## config.mk

```make
export PLATFORM = sky130hd
export DESIGN_NAME = id_ex_stage
export DESIGN_NICKNAME = d
export VERILOG_FILES = /design/src/rtl/id_ex_stage.sv
export SDC_FILE = /design/constraint.sdc
export NUM_CORES = 1
export LEC_CHECK = 0
export CELL_PAD_IN_SITES_DETAIL_PLACEMENT = 0
export CELL_PAD_IN_SITES_GLOBAL_PLACEMENT = 1
export CORE_UTILIZATION = 32
export CTS_BUF_LIST = sky130_fd_sc_hd__clkbuf_2
export CTS_CLUSTER_DIAMETER = 100
export DETAILED_ROUTE_END_ITERATION = 6
export PLACE_DENSITY = 0.94
export SETUP_SLACK_MARGIN = 0.1
export SLEW_MARGIN = 20
export SYNTH_ARGS = -nofsm -noshare
export SYNTH_HDL_FRONTEND = slang
export SYNTH_SLANG_ARGS = --single-unit
```

## constraint.sdc

```tcl
create_clock -name clk -period 2.6 [get_ports clk]
set_clock_uncertainty 0.1 [all_clocks]
set_input_delay 0.39 -clock clk [delete_from_list [all_inputs] [get_ports clk]]
set_output_delay 0.39 -clock clk [all_outputs]
set_load 0.02 [all_outputs]
```

## src/rtl/id_ex_stage.sv

```systemverilog
// ID/EX pipeline register for the 5-stage RV32I core. It detects load-use hazards, inserts bubbles and holds on downstream stalls.
// Define HAZARD_PERF_CNT_EN to add saturating load-use and flush event counters (luh_cnt, flush_cnt).
module id_ex_stage #(
    parameter int XLEN    = 32,
    parameter int ALUOP_W = 4
) (
    input  logic               clk,
    input  logic               rst_n,
    input  logic               id_valid,
    input  logic [XLEN-1:0]    id_pc,
    input  logic [4:0]         id_rs1,
    input  logic [4:0]         id_rs2,
    input  logic [4:0]         id_rd,
    input  logic               id_uses_rs1,
    input  logic               id_uses_rs2,
    input  logic [XLEN-1:0]    id_rs1_data,
    input  logic [XLEN-1:0]    id_rs2_data,
    input  logic [XLEN-1:0]    id_imm,
    input  logic               id_load_enable,
    input  logic               id_mem_read,
    input  logic               id_mem_write,
    input  logic [ALUOP_W-1:0] id_alu_op,
    input  logic               id_alu_src,
    input  logic               id_branch,
    input  logic               id_jump,
    input  logic               flush_ex,
    input  logic               hold_ex,
    output logic               ex_valid,
    output logic [XLEN-1:0]    ex_pc,
    output logic [4:0]         ex_rs1,
    output logic [4:0]         ex_rs2,
    output logic [4:0]         ex_rd,
    output logic [XLEN-1:0]    ex_rs1_data,
    output logic [XLEN-1:0]    ex_rs2_data,
    output logic [XLEN-1:0]    ex_imm,
    output logic               ex_load_enable,
    output logic               ex_mem_read,
    output logic               ex_mem_write,
    output logic [ALUOP_W-1:0] ex_alu_op,
    output logic               ex_alu_src,
    output logic               ex_branch,
    output logic               ex_jump,
    output logic               stall_if_id
`ifdef HAZARD_PERF_CNT_EN
    ,
    output logic [31:0]        luh_cnt,
    output logic [31:0]        flush_cnt
`endif
);

    typedef struct packed {
        logic               valid;
        logic [XLEN-1:0]    pc;
        logic [4:0]         rs1;
        logic [4:0]         rs2;
        logic [4:0]         rd;
        logic [XLEN-1:0]    rs1_data;
        logic [XLEN-1:0]    rs2_data;
        logic [XLEN-1:0]    imm;
        logic               load_enable;
        logic               mem_read;
        logic               mem_write;
        logic [ALUOP_W-1:0] alu_op;
        logic               alu_src;
        logic               branch;
        logic               jump;
    } stage_t;

    typedef enum logic [1:0] {
        UPD_HOLD,
        UPD_FLUSH,
        UPD_BUBBLE,
        UPD_LOAD
    } upd_e;

    stage_t stage_q;
    stage_t stage_d;
    stage_t captured;
    upd_e   upd;
    logic   luh;

    // EX holds a load whose nonzero destination the ID instruction actually reads.
    assign luh = stage_q.valid && stage_q.mem_read && (stage_q.rd != 5'd0) && id_valid &&
                 ((id_uses_rs1 && (id_rs1 == stage_q.rd)) ||
                  (id_uses_rs2 && (id_rs2 == stage_q.rd)));

    assign stall_if_id = rst_n && (hold_ex || (luh && !flush_ex));

    always_comb begin
        // NOTE: every always_comb output gets a default first so no path can infer a latch.
        captured             = '0;
        captured.valid       = id_valid;
        captured.pc          = id_pc;
        captured.rs1         = id_rs1;
        captured.rs2         = id_rs2;
        captured.rd          = id_rd;
        captured.rs1_data    = id_rs1_data;
        captured.rs2_data    = id_rs2_data;
        captured.imm         = id_imm;
        if (id_valid) begin
            captured.load_enable = id_load_enable;
            captured.mem_read    = id_mem_read;
            captured.mem_write   = id_mem_write;
            captured.alu_op      = id_alu_op;
            captured.alu_src     = id_alu_src;
            captured.branch      = id_branch;
            captured.jump        = id_jump;
        end

        if (hold_ex)       upd = UPD_HOLD;
        else if (flush_ex) upd = UPD_FLUSH;
        else if (luh)      upd = UPD_BUBBLE;
        else               upd = UPD_LOAD;

        case (upd)
            UPD_HOLD: stage_d = stage_q;
            UPD_LOAD: stage_d = captured;
            default:  stage_d = '0;
        endcase
    end

    always_ff @(posedge clk or negedge rst_n) begin
        // NOTE: sequential state uses non-blocking assignments so every register samples pre-edge values.
        if (!rst_n) stage_q <= '0;
        else        stage_q <= stage_d;
    end

    assign ex_valid       = stage_q.valid;
    assign ex_pc          = stage_q.pc;
    assign ex_rs1         = stage_q.rs1;
    assign ex_rs2         = stage_q.rs2;
    assign ex_rd          = stage_q.rd;
    assign ex_rs1_data    = stage_q.rs1_data;
    assign ex_rs2_data    = stage_q.rs2_data;
    assign ex_imm         = stage_q.imm;
    assign ex_load_enable = stage_q.load_enable;
    assign ex_mem_read    = stage_q.mem_read;
    assign ex_mem_write   = stage_q.mem_write;
    assign ex_alu_op      = stage_q.alu_op;
    assign ex_alu_src     = stage_q.alu_src;
    assign ex_branch      = stage_q.branch;
    assign ex_jump        = stage_q.jump;

`ifdef HAZARD_PERF_CNT_EN
    always_ff @(posedge clk or negedge rst_n) begin
        if (!rst_n) begin
            luh_cnt   <= '0;
            flush_cnt <= '0;
        end else begin
            if (upd == UPD_BUBBLE && luh_cnt != 32'hFFFF_FFFF)
                luh_cnt <= luh_cnt + 32'd1;
            if (upd == UPD_FLUSH && flush_cnt != 32'hFFFF_FFFF)
                flush_cnt <= flush_cnt + 32'd1;
        end
    end
`endif

endmodule

```

Word-level counts from Yosys, hierarchy flattened --
Cells that the tools add are included.
Word-level totals: flip-flop bits (word level) 154, output and inout bits 155
Cells by class: eq/ne operators 3, mux-type cells 5, reductions and logical operators 13
Operator list (count):
- $pmux W154 S2 | 1
- $eq A5 B5 Y1 | 2
- $mux W10 | 1
- $logic_and A1 B1 Y1 | 8
- $reduce_bool A5 Y1 | 1
- $mux W2 | 2
- $eq A2 B2 Y1 const B | 1
- $logic_not A2 Y1 | 1
- $logic_or A1 B1 Y1 | 2
- $logic_not A1 Y1 | 1
- $mux W1 | 1

Longest topological paths before layout --
Gate-level depths: netlist of the first run.
word-level depth 9, depth in mapped cells 6

Worst setup path after synthesis of the first run --
No wires, ideal clock.
path type register -> output, from reg stage_q, in the netlist ex_rd[3], to out stall_if_id, arrival time 1731 ps, slack 379 ps, stages on the path, launching flop included 6, buffers on the path 1, path through dfrtp_1 or4_1 o2111ai_2 buf_6 nor2_1 a22o_1
On the way: longest elaborated chain between the ends 7
Ends and longest elaborated chain:
- from (decl) | line 76 | stage_t stage_q;
- from (signal assigned) | line 125 | else stage_q <= stage_d;
- $eq A5 B5 Y1, or another cell as far along | line 84 | ((id_uses_rs1 && (id_rs1 == stage_q.rd)) ||
- $logic_and A1 B1 Y1 (on tied branches) | line 84, 83, 85
- $logic_or A1 B1 Y1 / $logic_and A1 B1 Y1 (equally long branches) | line 84, 83
- $logic_and A1 B1 Y1 (*) | line 83 | assign luh = stage_q.valid && stage_q.mem_read && (stage_q.rd != 5'd0) && id_valid &&
- $logic_and A1 B1 Y1 (*) | line 87 | assign stall_if_id = rst_n && (hold_ex || (luh && !flush_ex));
- $logic_or A1 B1 Y1 (*) | line 87
- $logic_and A1 B1 Y1 (*) | line 87
- to (decl) | line 43 | output logic stall_if_id
Every way passes the cells marked *; elsewhere a longest branch is shown, timed or not.

Worst setup path after layout of the first run --
Same ends and word-level chain as after synthesis.

==> impl_metrics.tcl, run 1 <==
set metrics [dict create \
    cts_buffers 17 \
    violations "design-rule violations, negative setup slack" \
    syn_to_final_growth_pct 49.30 \
    grt_max_degree 155 \
    via_count 6972 \
    cap_violations 0 \
    netlist_area_um2 7216 \
    peakVddDrop_uv 251.2 \
    wl_mm 23.62 \
    synth_top_area_share_pct 53.41 \
    finalSetupViolations 1 \
    grt_pass1_wl_mm 37.90 \
    drc_errors 16 \
    yosys.area.top_type "dfrtp_1" \
    fp.dieH_um 152.2 \
    yosysMostFrequentCell "nand2_1" \
    synth_area_leaders "dfrtp_1 53%, a32oi_1 19%, o21ai_0 9.8%, nand2_1 8.1%, clkbuf_1 2.3%" \
    yosysWarnings 0 \
    place_congestion 0.7779 \
    wire_per_inst_um 18.32 \
    period_share_pct 104.1 \
    drt_iter0_markers 600 \
    synth_compound_area_share_pct 29.77 \
    yosysUniqueCellTypes 21 \
    syn_inst 723 \
    io-pin-count 315 \
    initial_utilization_pct 32.86 \
    syn_area_per_cell_um2 9.980 \
    leakage_nw 4.088 \
    regArea_um2 3855 \
    synth_top_family_by_area "compound AO/OA/AOI/OAI gates" \
    fp-row-count 54 \
    ant_nets 0 \
    synthesis.nets 883 \
    synthMuxAreaShare_pct 0 \
    finalCriticalPeriod_ns 2.708 \
    rsz0062_at_grt "true" \
    grt_overflow 0 \
    synth_edf_count 0 \
    status "finished with violations" \
    dr.pass1.iters 7 \
    drv_slew 0 \
    nFillCells 2008 \
    yosys-top-cells-count "155 x nand2_1, 154 x dfrtp_1, 153 x a32oi_1" \
    clockBufferDepth 2 \
    antenna_found_initial 2 \
    path_class "register to output pin" \
    cts_tree "built" \
    place_area_um2 10470 \
    synth_xor_area_share_pct 1.214 \
    multi_input_area_um2 2895 \
    crit_path_end_kind "output pin" \
    io_buffers 314 \
    synth_seq_area_share_pct 53.41 \
    cts.clk_slew.worst_paths_ns 0.26 \
    worst_pin_slew_ns 1.070 \
    ys_seq_elements 154 \
    required_ns 2.11 \
    synth_fa_ha_area_share_pct 0 \
    routed_via_density 5.409 \
    post_cts_buffers 0 \
    slew_headroom_pct 28.66 \
    drive_above_1_share_pct 5.958 \
    grt.total_usage_pct 20.29 \
    cp_data_arrival_time_ns 2.22 \
    slowest_stage "or4_4" \
    insertion_delay_ns 0.69 \
    grt_pass1_vias 6629 \
    final_hold_viol_count 0 \
    die-area_um2 23150 \
    post-route-util_pct 49.06 \
    hpwl_mm 14.80 \
    cp-start-kind "register" \
    timing.fmax_mhz 369.3 \
    hold_class "primary input to register" \
    setup_ws_ns -0.1078 \
    synthArstFlopShare_pct 100.0 \
    critical-path-max-stage-delay_ns 0.50 \
    crit_chain "or4_4 > o2111ai_4 > nor2_1 > a22o_1 > buf_6" \
    layout.nets 1155 \
    ys.flop_type "dfrtp_1" \
    yosys.area_share.simple_pct 8.635 \
    path_max_fanout 2 \
    root_buffer "clkbuf_2" \
    clock-sinks 154 \
    coreArea_um2 21960 \
    die_w_um 152.2 \
    holdWs_ns 0.1152 \
    postLayoutCellArea_um2 10770 \
    cts-htree-levels 4 \
    power_density_nw_per_um2 580.6 \
]
## per-stage QoR
stage                     std cells  power [W]  TNS [ns]  setup slack (ns)
final                          1289   0.006255   -0.1078           -0.1078
after global routing           1289   0.006581   -0.6399           -0.3352
after CTS                      1286   0.006320   -0.2711           -0.2700
after detailed placement       1255   0.004756    -1.815           -0.1169
after global placement         1255   0.004721    -1.200           -0.1394
after floorplan                 723   0.003675         0            0.3787
## cell usage in the layout (no fill, tap or decap), types with 2 or more instances in the layout
cell type | Yosys | routed
nand2_1 | 155 | 155
buf_6 | 7 | 3
dfrtp_1 | 154 | 153
o21ai_1 | 12 | 12
clkbuf_2 | 0 | 19
bufinv_16 | 0 | 4
clkinv_2 | 0 | 3
clkdlybuf4s50_1 | 0 | 308
clkinv_4 | 0 | 2
o21ai_0 | 142 | 142
buf_12 | 0 | 5
buf_4 | 0 | 17
xnor2_1 | 10 | 10
a32oi_1 | 153 | 153
dlymetal6s2s_1 | 0 | 3
nand4_1 | 2 | 2
inv_1 | 2 | 2
diode_2 | 0 | 2
## sequential cells by signal, indices dropped and copies added, names as in the netlist, 4 cells and up
| register | cells |
|---|---|
| ex_imm | 32 |
| ex_pc | 32 |
| ex_rs1_data | 32 |
| ex_rs2_data | 32 |
| ex_rd | 5 |
| ex_rs1 | 5 |
| ex_rs2 | 5 |
| ex_alu_op | 4 |
## power breakdown
group / internal [W] / switching, W / total, W
clock network: 0.000632 / 0.000913 / 0.00155
registers: 0.00268 / 0.000165 / 0.00284
logic: 0.000915 / 0.000952 / 0.00187
## area by class of cell
cell class	instances	area share, %
sequential	154	35.78
timing repair buffer	337	31.49
multi-input combinational	483	26.88
tap	280	3.252
clock inverter	12	1.603
clock buffer	19	0.8827
inverter	2	0.06969
antenna	2	0.04646
## layer usage
layer	wire [um]	global-route usage, %
met5	0	0
met4	545	7.143
met3	1134	4.124
met2	11760	31.86
met1	10180	27.82
## timing repair
| action | 4_1_cts | 5_1_grt |
|---|---|---|
| setup endpoints to repair | 119 | 125 |
| hold endpoints to repair | 154 | 154 |
| pin swaps | 4 | 3 |
| gates resized for setup | 9 | 3 |
## cells by family (layout without fill, tap and decap cells)
kind of cell,count (synthesis),count (layout)
simple gates,162,162
buf+inv,86,370
flops,154,154
other cells,0,2
xor+xnor,10,10
compound gates,311,311
## worst paths after layout
check | start | to | slack (ns) | cells past startpoint
max in group asynchronous | rst_n | ex_rs1_data[4] | 1.30 | 3
min in group asynchronous | rst_n | ex_rs1_data[16] | 0.16 | 3
worst min-delay path | id_pc[4] | ex_pc[4] | 0.12 | 3
worst max register to register | ex_rd[3] | ex_rd[1] | 0.06 | 6
worst min register to register | ex_rs2_data[14] | ex_rs2_data[14] | 0.41 | 2
worst max-delay path | ex_rd[3] | stall_if_id | -0.11 | 5
## critical path, delay by kind of cell, from the launching register on
kind,cells,cell delay (ns)
AND/OR/NAND/NOR,2,0.56
flip-flops,1,0.45
AO/OA/AOI/OAI,2,0.39
buffers and inverters,1,0.13
Power figures use the tool's default switching activity.
==> run 2, diff against run 1 <==
==> constraint.sdc (replaced) <==
create_clock -name clk -period 2.6 [get_ports clk]
set_clock_uncertainty 0.1 [all_clocks]
set_input_delay 0.52 -clock clk [delete_from_list [all_inputs] [get_ports clk]]
set_output_delay 0.52 -clock clk [all_outputs]
set_load 0.02 [all_outputs]
==> run 2 against run 1 <==
The flow still finishes with violations (design-rule violations, negative setup slack). Register-to-register slack better by 0.11 ns. Critical path depth stayed put. Die area stayed put. Via count is 1.0% higher. Clock-buffer cell count stayed put. Sequential power hardly changed. Hold slack worse by 0.045 ns. Maximum frequency is 6.6% lower. Critical path type unchanged. Critical endpoint unchanged.
==> impl_metrics.tcl, run 2 (synthesis gave the netlist of run 1 again) <==
set metrics [dict create \
    path_max_fanout 2 \
    antenna_found_initial 1 \
    cap_violations 0 \
    final_hold_viol_count 0 \
    dr.pass1.iters 7 \
    holdWs_ns 0.06999 \
    power_w 0.006185 \
    routed_via_density 5.409 \
    io-pin-count 315 \
    multi_input_area_um2 2895 \
    grt_max_degree 146 \
    cts_buffers 17 \
    layout.nets 1169 \
    rr_startpoint "ex_rd[1]" \
    coreArea_um2 21960 \
    drv_slew 0 \
    cp_data_arrival_time_ns 2.28 \
    finalSetupViolations 1 \
    drc_errors 16 \
    cp_num_cells 5 \
    status "finished with violations" \
    fp-row-count 54 \
    r2r_end "ex_rs2_data[2]" \
    rsz0062_at_grt "true" \
    drt_iter0_markers 514 \
    root_buffer "clkbuf_2" \
    ant_nets 0 \
    setup-tns-final_ns -0.2989 \
    initial_utilization_pct 32.86 \
    required_ns 1.98 \
    final_common_cell "clkdlybuf4s50_1" \
    peakVddDrop_uv 230.8 \
    setup_ws_ns -0.2989 \
    crit_path_end_kind "output pin" \
    place_congestion 0.7707 \
    fp.dieH_um 152.2 \
    slew_headroom_pct 46.15 \
    timing.fmax_mhz 345.0 \
    grt_overflow 0 \
    clock-sinks 154 \
    insertion_delay_ns 0.69 \
    grt_pass1_wl_mm 37.69 \
    grt_pass1_vias 6773 \
    crit_family "simple AND/OR/NAND/NOR gates" \
    dp_slack_ns -0.4137 \
    clockBufferDepth 2 \
    regArea_um2 3855 \
    io_buffers 314 \
    hold_class "primary input to asynchronous set/reset pin" \
    rr_worst_depth 9 \
    fin_cells 1302 \
    slowest_stage "or4_4" \
    cts-htree-levels 4 \
    period_share_pct 111.5 \
    die-area_um2 23150 \
    wire_per_inst_um 18.29 \
    leakage_nw 4.726 \
    wl_mm 23.81 \
    hpwl_mm 15.20 \
    via_count 7042 \
    dpl.cell_count 1265 \
    rrSetupSlack_ns 0.17 \
    drive_above_1_share_pct 7.346 \
    cts.clk_slew.worst_paths_ns 0.25 \
    critical-path-max-stage-delay_ns 0.54 \
    nFillCells 1983 \
    grt.total_usage_pct 20.09 \
    crit_chain "or4_4 > o2111ai_4 > nor2_1 > a22o_1 > buf_6" \
    violations "design-rule violations, negative setup slack" \
    cts_tree "built" \
    postCtsHoldBufs 1 \
    power_density_nw_per_um2 558.2 \
    syn_to_final_growth_pct 53.55 \
    cp-start-kind "register" \
    layout_common_cells "256 x clkdlybuf4s50_1, 155 x nand2_1, 153 x a32oi_1, 153 x dfrtp_1, 142 x o21ai_0" \
    die_w_um 152.2 \
    critPathBufInv 1 \
    worst_pin_slew_ns 0.8078 \
    finalCriticalPeriod_ns 2.899 \
    path_class "register to output pin" \
]
run 2: how the worst max path moves through the flow:
stage,end,slack (ns),from
6_report,stall_if_id,-0.30,ex_rd[1]
2_1_floorplan,stall_if_id,0.25,ex_rd[3]
3_5_place_dp,stall_if_id,-0.41,id_rs1[4]
3_3_place_gp,stall_if_id,-0.42,id_rs1[4]
4_1_cts,stall_if_id,-0.40,ex_rd[1]
5_1_grt,stall_if_id,-0.46,ex_rd[1]
run 2: metrics by stage:
step | util [%] | instance area, um^2
floorplan | - | 7216
global placement | 48.15 | 10570
detailed placement | 48.15 | 10570
CTS | 49.49 | 10870
global route | 50.46 | 11080
finish | 50.46 | 11080
run 2: timing repair:
action | CTS | global route
hold endpoints to repair | 154 | 4
pin swaps | 3 | 1
resized for setup | 22 | 54
buffers inserted | 1 | 1
endpoints found under the setup margin | 43 | 82
cloned | 0 | 2
run 2: layer usage:
metal / part of all wire, % / track usage (%) / vias to the layer above
li1: - / - / 3315
met4: 2.3 / 6.851 / 0
met3: 6.4 / 4.778 / 33
met2: 50 / 31.89 / 274
met5: 0 / 0 / -
met1: 42 / 26.89 / 3420
run 2: where the power goes:
part	total [W]	switching, W	internal [W]
Clock	0.00148	0.000931	0.000551
Sequential	0.00284	0.000162	0.00268
Combinational	0.00186	0.000954	0.000910
run 2: worst register-to-register path, stage by stage (launching register included):
cell	delay [ns]
dfrtp_1	0.43
or4_4	0.54
o2111ai_4	0.21
buf_4	0.15
buf_4	0.09
buf_4	0.18
buf_16	0.21
buf_16	0.20
a32oi_1	0.11
o21ai_0	0.12
run 2: area by class of cell:
type                            instances  area share (%)
Sequential cell                       154           34.79
Tap cell                              280           3.162
Antenna cell                            1         0.02259
Timing Repair Buffer                  351           33.48
Inverter                                2         0.06776
Multi-Input combinational cell        483           26.13
Clock inverter                         12           1.479
Clock buffer                           19          0.8583
==> run 3, diff against run 2 <==
--- a/config.mk
+++ b/config.mk
@@ -7,2 +7,3 @@
 export LEC_CHECK = 0
+export ABC_CLOCK_PERIOD_IN_PS = 2600
 export CELL_PAD_IN_SITES_DETAIL_PLACEMENT = 0
==> constraint.sdc (replaced) <==
create_clock -name clk -period 2.6 [get_ports clk]
set_clock_uncertainty 0.1 [all_clocks]
set_input_delay 0.78 -clock clk [delete_from_list [all_inputs] [get_ports clk]]
set_output_delay 0.78 -clock clk [all_outputs]
set_load 0.02 [all_outputs]
==> run 3 against run 2 <==
The run still ends with design-rule violations, negative setup slack left. Cell area down 2.8%. Register-to-register slack worse by 0.60 ns. Sequential cell count unchanged. Clock power down 7%. Critical path depth unchanged. Sequential share of layout area up 1.0 points. Via count up 1.2%. First-iteration DRC count down 11%. Critical path type unchanged.
==> impl_metrics.tcl, run 3 (synthesis gave the netlist of run 1 again) <==
set metrics [dict create \
    p_seq_share_pct 47.7 \
    hold_depth 2 \
    ant_nets 0 \
    holdWs_ns 0.4075 \
    leakage_nw 4.449 \
    layout.nets 1174 \
    dr.pass1.iters 7 \
    period_share_pct 121.9 \
    worst_pin_slew_ns 0.8738 \
    power_w 0.005932 \
    clock_power_share_pct 23.1 \
    cts_tree "built" \
    finalSetupViolations 89 \
    io_buffers 314 \
    routed_via_density 5.445 \
    initial_utilization_pct 32.86 \
    r2r_end "ex_rs1_data[4]" \
    hpwl_mm 15.64 \
    final_common_cell "clkdlybuf4s50_1" \
    violations "design-rule violations, negative setup slack" \
    peakVddDrop_uv 236.9 \
    io-pin-count 315 \
    timing.fmax_mhz 315.6 \
    path_max_fanout 2 \
    syn_to_final_growth_pct 49.30 \
    fp-row-count 54 \
    fin_cells 1309 \
    place_congestion 0.7878 \
    die_w_um 152.2 \
    rr_startpoint "ex_rd[4]" \
    drc_errors 17 \
    finalCriticalPeriod_ns 3.169 \
    cp-start-kind "register" \
    rr_worst_depth 6 \
    slew_headroom_pct 41.75 \
    drt_iter0_markers 455 \
    dp_slack_ns -0.9697 \
    crit_path_end_kind "output pin" \
    cap_violations 0 \
    drive_above_1_share_pct 8.861 \
    setup_ws_ns -0.5688 \
    status "finished with violations" \
    worstHoldStart "ex_rs1_data[5]" \
    drv_slew 0 \
    rsz0062_at_grt "true" \
    cts.clk_slew.worst_paths_ns 0.21 \
    gr-max-usage-layer "met2" \
    grt_max_degree 105 \
    wire_per_inst_um 18.45 \
    coreArea_um2 21960 \
    use_met3_pct 5.176 \
    whs_endpoint "ex_rs1_data[5]" \
    grt_overflow 0 \
    power_density_nw_per_um2 550.7 \
    path_class "register to output pin" \
    insertion_delay_ns 0.69 \
    via_count 7128 \
    fp.dieH_um 152.2 \
    grtUsageMet2_pct 32.76 \
    clockBufferDepth 2 \
    p_comb_share_pct 29.2 \
    cp_data_arrival_time_ns 2.29 \
    cts-htree-levels 4 \
    wl_mm 24.15 \
    use_met1_pct 26.11 \
    switchingPower_w 0.002042 \
    dpl.cell_count 1267 \
    cts_buffers 17 \
    postLayoutCellArea_um2 10770 \
    final_hold_viol_count 0 \
    place_area_um2 10630 \
    grt_pass1_vias 6780 \
    rrSetupSlack_ns -0.43 \
    clock-sinks 154 \
    layout_common_cells "157 x clkdlybuf4s50_1, 155 x nand2_1, 153 x a32oi_1" \
    required_ns 1.72 \
    root_buffer "clkbuf_2" \
    hold_class "register to register" \
    p_int_w 0.003890 \
    grt_pass1_wl_mm 37.94 \
    die-area_um2 23150 \
    grt.total_usage_pct 20.30 \
    antenna_found_initial 3 \
    switching_share_pct 34.42 \
]
## run 3: cell count changes in the layout (fill, tap and decap cells not counted), sizes merged
cell,delta
dlygate4sd2,+116
clkdlybuf4s50,-99
dlymetal6s2s,-47
clkdlybuf4s15,+21
buf,+11
clkbuf,+3
clkinv,+2
bufinv,-1
clkinvlp,+1
diode,+1
inv,-1
## run 3: timing repair
| item | in CTS | in global routing |
|---|---|---|
| buffers inserted | 0 | 6 |
| resized for setup | 178 | 31 |
| cloned | 0 | 1 |
| hold endpoints to repair | 41 | 0 |
| setup endpoints to repair | 257 | 140 |
| pin swaps | 1 | 0 |
| hold buffers | 1 | 0 |
## run 3: per-layer routing
| layer | vias up | routed length, um | part of all wire (%) |
|---|---|---|---|
| met1 | 3465 | 9925 | 41 |
| met4 | 2 | 728 | 3.0 |
| met5 | - | 13 | 0.054 |
| li1 | 3332 | - | - |
| met3 | 44 | 1710 | 7.1 |
| met2 | 285 | 11770 | 49 |
## run 3: worst max-delay path by stage
stage,start,slack [ns],to
after floorplan,ex_rd[3],0.04,stall_if_id
after global placement,id_rs1[1],-0.94,stall_if_id
after detailed placement,id_rs1[2],-0.97,stall_if_id
after CTS,ex_rd[4],-0.66,stall_if_id
after global routing,ex_rd[4],-0.72,stall_if_id
final,ex_rd[4],-0.57,stall_if_id
## run 3: power groups by stage
stage | clock network [W] | logic [W] | registers (W)
after floorplan | 0 | 0.000441 | 0.00323
after global placement | 0 | 0.00188 | 0.00288
after detailed placement | 0 | 0.00191 | 0.00288
after CTS | 0.00144 | 0.00171 | 0.00283
after global routing | 0.00154 | 0.00186 | 0.00287
final | 0.00137 | 0.00173 | 0.00283
## run 3: layout make-up
| class | instances | area [um^2] |
|---|---|---|
| fill | 2080 | 11190 |
| sequential | 154 | 3857 |
| timing repair buffer | 356 | 3417 |
| multi-input combinational | 483 | 2895 |
| tap | 280 | 350.3 |
| clock inverter | 13 | 145.1 |
| clock buffer | 19 | 95.09 |
| inverter | 2 | 7.507 |
| antenna | 2 | 5.005 |
## run 3: through the flow
stage,setup TNS [ns],utilization [%]
6_report,-27.41,49.06
5_1_grt,-36.55,49.06
4_1_cts,-23.88,48.66
2_1_floorplan,0,-
3_3_place_gp,-75.84,48.40
3_5_place_dp,-84.13,48.40
## run 3: worst max-delay path, stage by stage, from the launching register on
cell and delay (ns):
dfrtp_2 0.45, or4_4 0.55, o2111ai_4 0.20, nor2_1 0.06
a22o_1 0.21, buf_6 0.14
